**src/rtl/regfile_mp.sv**
```systemverilog
// regfile_mp: multi-port register file with NR combinational read ports,
// two write lanes (lane 2 is younger and wins collisions), optional
// same-cycle write->read bypass, optional hardwired-zero R0, and a
// per-register busy scoreboard for issue-stage stalling.
module regfile_mp #(
  parameter int DATA_W  = 32,
  parameter int ADDR_W  = 4,
  parameter int NR      = 2,
  parameter int BYPASS  = 1,
  parameter int ZERO_R0 = 0
) (
  input  logic                       clk,
  input  logic                       rst_n,
  input  logic [NR*ADDR_W-1:0]       rd_addr,
  output logic [NR*DATA_W-1:0]       rd_data,
  output logic [NR-1:0]              rd_busy,
  input  logic                       we1,
  input  logic                       we2,
  input  logic [ADDR_W-1:0]          wa1,
  input  logic [ADDR_W-1:0]          wa2,
  input  logic [DATA_W-1:0]          wd1,
  input  logic [DATA_W-1:0]          wd2,
  input  logic                       alloc,
  input  logic [ADDR_W-1:0]          alloc_addr,
  output logic [(1<<ADDR_W)-1:0]     busy_vec
);

  localparam int NUM_REGS = 1 << ADDR_W;

  // Flattened views of the per-register state so read ports can index it.
  logic [DATA_W-1:0]   data_q [NUM_REGS];
  logic [NUM_REGS-1:0] busy_q;

  // Effective requests: with a hardwired R0, anything aimed at address 0
  // is discarded here so neither storage nor bypass nor scoreboard sees it.
  logic we1_eff;
  logic we2_eff;
  logic alloc_eff;
  logic r0_zero;

  assign r0_zero   = (ZERO_R0 != 0);
  assign we1_eff   = we1   & ~(r0_zero && (wa1 == '0));
  assign we2_eff   = we2   & ~(r0_zero && (wa2 == '0));
  assign alloc_eff = alloc & ~(r0_zero && (alloc_addr == '0));

  genvar gi;

  // One storage slot plus busy flag per architectural register.
  generate
    for (gi = 0; gi < NUM_REGS; gi++) begin : g_reg
      logic [DATA_W-1:0] data_reg;
      logic              busy_reg;
      logic              hit1;
      logic              hit2;
      logic              hit_alloc;

      assign hit1      = we1_eff   && (wa1        == ADDR_W'(gi));
      assign hit2      = we2_eff   && (wa2        == ADDR_W'(gi));
      assign hit_alloc = alloc_eff && (alloc_addr == ADDR_W'(gi));

      // Commit writes (lane 2 overrides lane 1) and update the busy flag;
      // a new allocation outranks a retiring write to the same register
      // because it names the newer producer.
      always_ff @(posedge clk) begin
        if (!rst_n) begin
          data_reg <= '0;
          busy_reg <= 1'b0;
        end else begin
          if (hit2) begin
            data_reg <= wd2;
          end else if (hit1) begin
            data_reg <= wd1;
          end
          if (hit_alloc) begin
            busy_reg <= 1'b1;
          end else if (hit1 || hit2) begin
            busy_reg <= 1'b0;
          end
        end
      end

      assign data_q[gi] = data_reg;
      assign busy_q[gi] = busy_reg;
    end
  endgenerate

  assign busy_vec = busy_q;

  // Read ports: stored value, optionally overridden by in-flight write data.
  generate
    for (gi = 0; gi < NR; gi++) begin : g_rd
      logic [ADDR_W-1:0] addr;
      logic [DATA_W-1:0] data;

      assign addr = rd_addr[gi*ADDR_W +: ADDR_W];

      // Select read data: younger lane first, then older lane, then storage;
      // forwarding is disabled while reset is asserted since nothing commits.
      always_comb begin
        data = data_q[addr];
        if ((BYPASS != 0) && rst_n) begin
          if (we2_eff && (wa2 == addr)) begin
            data = wd2;
          end else if (we1_eff && (wa1 == addr)) begin
            data = wd1;
          end
        end
        if (r0_zero && (addr == '0)) begin
          data = '0;
        end
      end

      assign rd_data[gi*DATA_W +: DATA_W] = data;
      // Busy reflects registered state only; a clearing write this cycle
      // is not forwarded, so the consumer still stalls one more cycle.
      assign rd_busy[gi] = busy_q[addr];
    end
  endgenerate

endmodule

```
**config.mk**
```make
export PLATFORM = sky130hd
export DESIGN_NAME = regfile_mp
export DESIGN_NICKNAME = d
export VERILOG_FILES = /design/src/rtl/regfile_mp.sv
export SDC_FILE = /design/constraint.sdc
export NUM_CORES = 2
export LEC_CHECK = 0
export CORE_UTILIZATION = 40
export CTS_CLUSTER_DIAMETER = 30
export DETAILED_ROUTE_END_ITERATION = 10
export PLACE_DENSITY_LB_ADDON = 0.1
export SYNTH_ARGS = -nofsm -noshare
export SYNTH_HDL_FRONTEND = slang
export SYNTH_SLANG_ARGS = --single-unit
```
**constraint.sdc**
```tcl
create_clock -name clk -period 5.1 [get_ports clk]
set_clock_uncertainty 0.2 [all_clocks]
set_input_delay 1.53 -clock clk [delete_from_list [all_inputs] [get_ports clk]]
set_output_delay 1.53 -clock clk [all_outputs]
set_load 0.02 [all_outputs]
```
==> impl_metrics.py <==
metrics = {
    "status": {
        "status": "finished with violations",
        "violations": "negative setup slack",
    },
    "sta": {
        "hold_viol": 0,
        "rsz0062_at_grt": "true",
        "relSlewSlack_pct": 23.2,
        "setup_slack_ps": -127,
        "fmax_mhz": 191,
        "setup_viol": 40,
        "fin_crit_sh_pct": 102,
        "slew_violations": 0,
        "tightestPinTransition_ps": 1150,
        "period_minus_slack_ps": 5230,
    },
    "global_route": {
        "grt_pass1_vias": 35500,
        "grt_max_degree": 100,
        "grt_usage_pct": 38.7,
        "antenna_found_initial": 3,
        "grt_overflow": 0,
        "grt_first_pass_wirelength_um": 246000,
    },
    "route": {
        "wl_per_cell_um": 34.0,
        "via_per_inst": 7.06,
        "drc": 0,
        "vias": 35600,
        "postRouteWirelength_um": 172000,
        "drtPass1Iterations": 6,
        "dr.first_iter.drc_count": 4456,
        "antenna_left": 0,
    },
    "placed_design": {
        "io_buffer_count": 170,
        "place.gp.congestion": 0.892,
        "dp_hpwl_um": 103000,
        "place_area_um2": 40000,
    },
    "floorplanning": {
        "dieArea_um2": 87600,
        "core_area_um2": 85400,
        "die_w_um": 296,
        "rows": 107,
        "die_y_um": 296,
        "start_util_pct": 40.5,
        "io_pins": 171,
    },
    "min_path": {
        "hold_class": "reg2reg",
    },
    "critical_path": {
        "end_kind": "output pin",
        "crit_required_ps": 3370,
        "crit_top_cell": "buf_12",
        "cp.arrival_ps": 3500,
        "critPathTopFamily": "buffers and inverters",
        "path_cells": "dlygate4sd2_1, nand3_4, buf_12, buf_12, mux2_4, a22o_4, buf_6",
        "critPathKind": "in2out",
        "crit_path_max_fanout": 6,
        "crit_path_top_delay_cell": "dlygate4sd2_1",
        "crit_path_start_kind": "input port",
        "path_buf_inv": 4,
        "cpPeakStageDelay_ps": 510,
    },
    "power": {
        "swShare_pct": 26.3,
        "power.total_mw": 17.0,
        "leakagePower_nw": 22.2,
        "p_comb_share_pct": 13.5,
        "irDropWorstVdd_uv": 350,
        "power.net_switching_mw": 4.47,
        "p_clk_share_pct": 60.7,
        "seq_power_share_pct": 25.8,
        "internal_power_mw": 12.5,
        "p_per_area_nw_per_um2": 359,
    },
    "finish": {
        "layout-drive-gt1-share_pct": 32.2,
        "nets": 3861,
        "filler_cell_count": 7279,
        "fin_area_um2": 47300,
        "area_growth_pct": 36.8,
        "largest_reg_flops": 512,
    },
    "synthesis": {
        "synth-edff-count": 0,
        "synth_area_per_cell_um2": 9.77,
        "syn_nets": 3625,
        "postSynthCellCount": 3536,
        "synthArstFlopShare_pct": 0,
        "ys_types": 46,
        "syn_area_um2": 34600,
        "ys.flop_type": "dfxtp_1",
        "yosys_warnings": 0,
        "seq_area_frac_synth_pct": 30.6,
        "ys_ff_latch": 528,
    },
    "cts": {
        "cts-root-buf": "clkbuf_16",
        "numCtsBuffers": 157,
        "clkLatencyLatePin_ps": 750,
        "tritoncts": "built",
        "cts.path.max_buffers": 3,
        "cts_max_level": 4,
        "hold_buffers": 0,
        "cts_sinks": 528,
        "clk_pin_slew_worst_paths_ps": 40,
    },
    "job": {
        "max-cap-violations": 0,
    },
}
[layout make-up]
class	count	area [um^2]	share of cell area, %
repair buffers	624	7170	15.2
multi-input cells	2419	22400	47.3
inverters	42	158	0.333
clock buffers	220	4580	9.68
flip-flops and latches	528	10600	22.3
diodes	2	5.00	0.0106
well taps	1144	1430	3.03
clock inverters	63	1010	2.14
[what timing repair did]
action                     in CTS  in global routing
cloned                         13                  1
setup buffers                  33                 15
resized for setup             487                 76
setup endpoints to repair      66                 65
hold endpoints to repair        0                  0
pin swaps                      62                 39
[kinds of logic (layout without fill, tap and decap cells)]
logic type	count (synthesis)	in the layout	synth area share (%)
flip-flops	528	528	30.6
AND/OR/NAND/NOR	648	648	8.43
buffers and inverters	589	949	7.49
AO/OA/AOI/OAI	1367	1367	31.6
XOR/XNOR	10	10	0.297
multiplexers	394	394	21.6
other	0	2	0
[power by group through the flow]
stage	sequential [mW]	clock [mW]	combinational (mW)
after global routing	4.39	10.6	2.35
after detailed placement	4.44	0	2.03
final	4.38	10.3	2.29
after CTS	4.37	10.3	2.20
after floorplan	4.41	0	1.09
after global placement	4.43	0	2.00
[stage by stage]
| step | setup TNS, ps | hold slack, ps | worst slack, ps | cells | util (%) |
|---|---|---|---|---|---|
| 2_1_floorplan | 0 | 275 | 276 | 3536 | - |
| 3_3_place_gp | -47090 | 315 | -820 | 4702 | 46.8 |
| 3_5_place_dp | -47330 | 329 | -845 | 4702 | 46.8 |
| 4_1_cts | -2900 | 334 | -181 | 5028 | 54.9 |
| 5_1_grt | -1580 | 364 | -119 | 5040 | 55.4 |
| 6_report | -1310 | 336 | -127 | 5042 | 55.4 |
[Yosys cell counts, types with 3 or more instances]
| cell | instances | area, um^2 |
|---|---|---|
| nor4_1 | 64 | 400 |
| mux4_2 | 266 | 5990 |
| a22oi_1 | 129 | 968 |
| buf_1 | 43 | 161 |
| mux2i_1 | 64 | 641 |
| o211a_1 | 512 | 5120 |
| and2_1 | 6 | 37.5 |
| nor2b_1 | 19 | 119 |
| inv_1 | 42 | 158 |
| mux2_4 | 30 | 450 |
| a22o_1 | 64 | 561 |
| dfxtp_1 | 528 | 10600 |
| xor2_1 | 6 | 52.6 |
| mux2_2 | 4 | 45.0 |
| buf_2 | 100 | 500 |
| nand2_1 | 406 | 1520 |
| nor3_2 | 3 | 30.0 |
| buf_4 | 25 | 188 |
| mux2_1 | 30 | 338 |
| o211ai_1 | 352 | 2640 |
| nand2b_1 | 9 | 56.3 |
| a32oi_1 | 10 | 87.6 |
| o21ai_0 | 292 | 1460 |
| clkbuf_1 | 358 | 1340 |
| buf_6 | 21 | 236 |
| and3_1 | 4 | 25.0 |
| nand3_1 | 106 | 531 |
| nor2_1 | 18 | 67.6 |
[worst paths after layout]
kind                        startpoint              endpoint  slack, ps  cells after the start
setup / recovery                   we2           rd_data[15]       -130                      7
hold / removal      g_reg[12].busy_reg    g_reg[12].busy_reg        340                      2
setup reg to reg  g_reg[5].data_reg[3]  g_reg[5].data_reg[3]       4010                      3
hold reg to reg     g_reg[12].busy_reg    g_reg[12].busy_reg        340                      2
[cell usage in the layout (no fill, tap or decap), types with 8 or more instances in the layout]
cell               n
a22oi_2           25
clkbuf_1          23
mux2_4            52
nor2_1            12
nor2b_1           16
mux4_2           266
o211a_1          512
nand3_4            8
o21ai_0          292
a32oi_1           10
buf_4            298
bufinv_16         20
buf_6             80
a22o_4            11
a22o_1            53
clkinv_2          28
nor4_2            20
inv_1             35
buf_16             9
nor4_1            43
mux2_1             8
clkdlybuf4s50_1   84
dfxtp_1          528
clkbuf_16        159
nand2_4           14
clkbuf_8          39
buf_12           124
nand3_1          101
o211ai_1         352
a22oi_1          104
nand2_1          383
nand2_2            9
mux2i_1           64
bufbuf_16          8
[routing by layer]
| layer | share of wire (%) | track usage, % |
|---|---|---|
| met5 | 0.0064 | 0 |
| met4 | 6.6 | 25.1 |
| met3 | 11 | 9.53 |
| met2 | 45 | 59.1 |
| met1 | 38 | 48.7 |
[worst min-delay path: stages, from the launching register on]
cell	delay, ps
dfxtp_1	340
nand3_1	70
a21boi_0	70
Power figures use the tool's default switching activity.
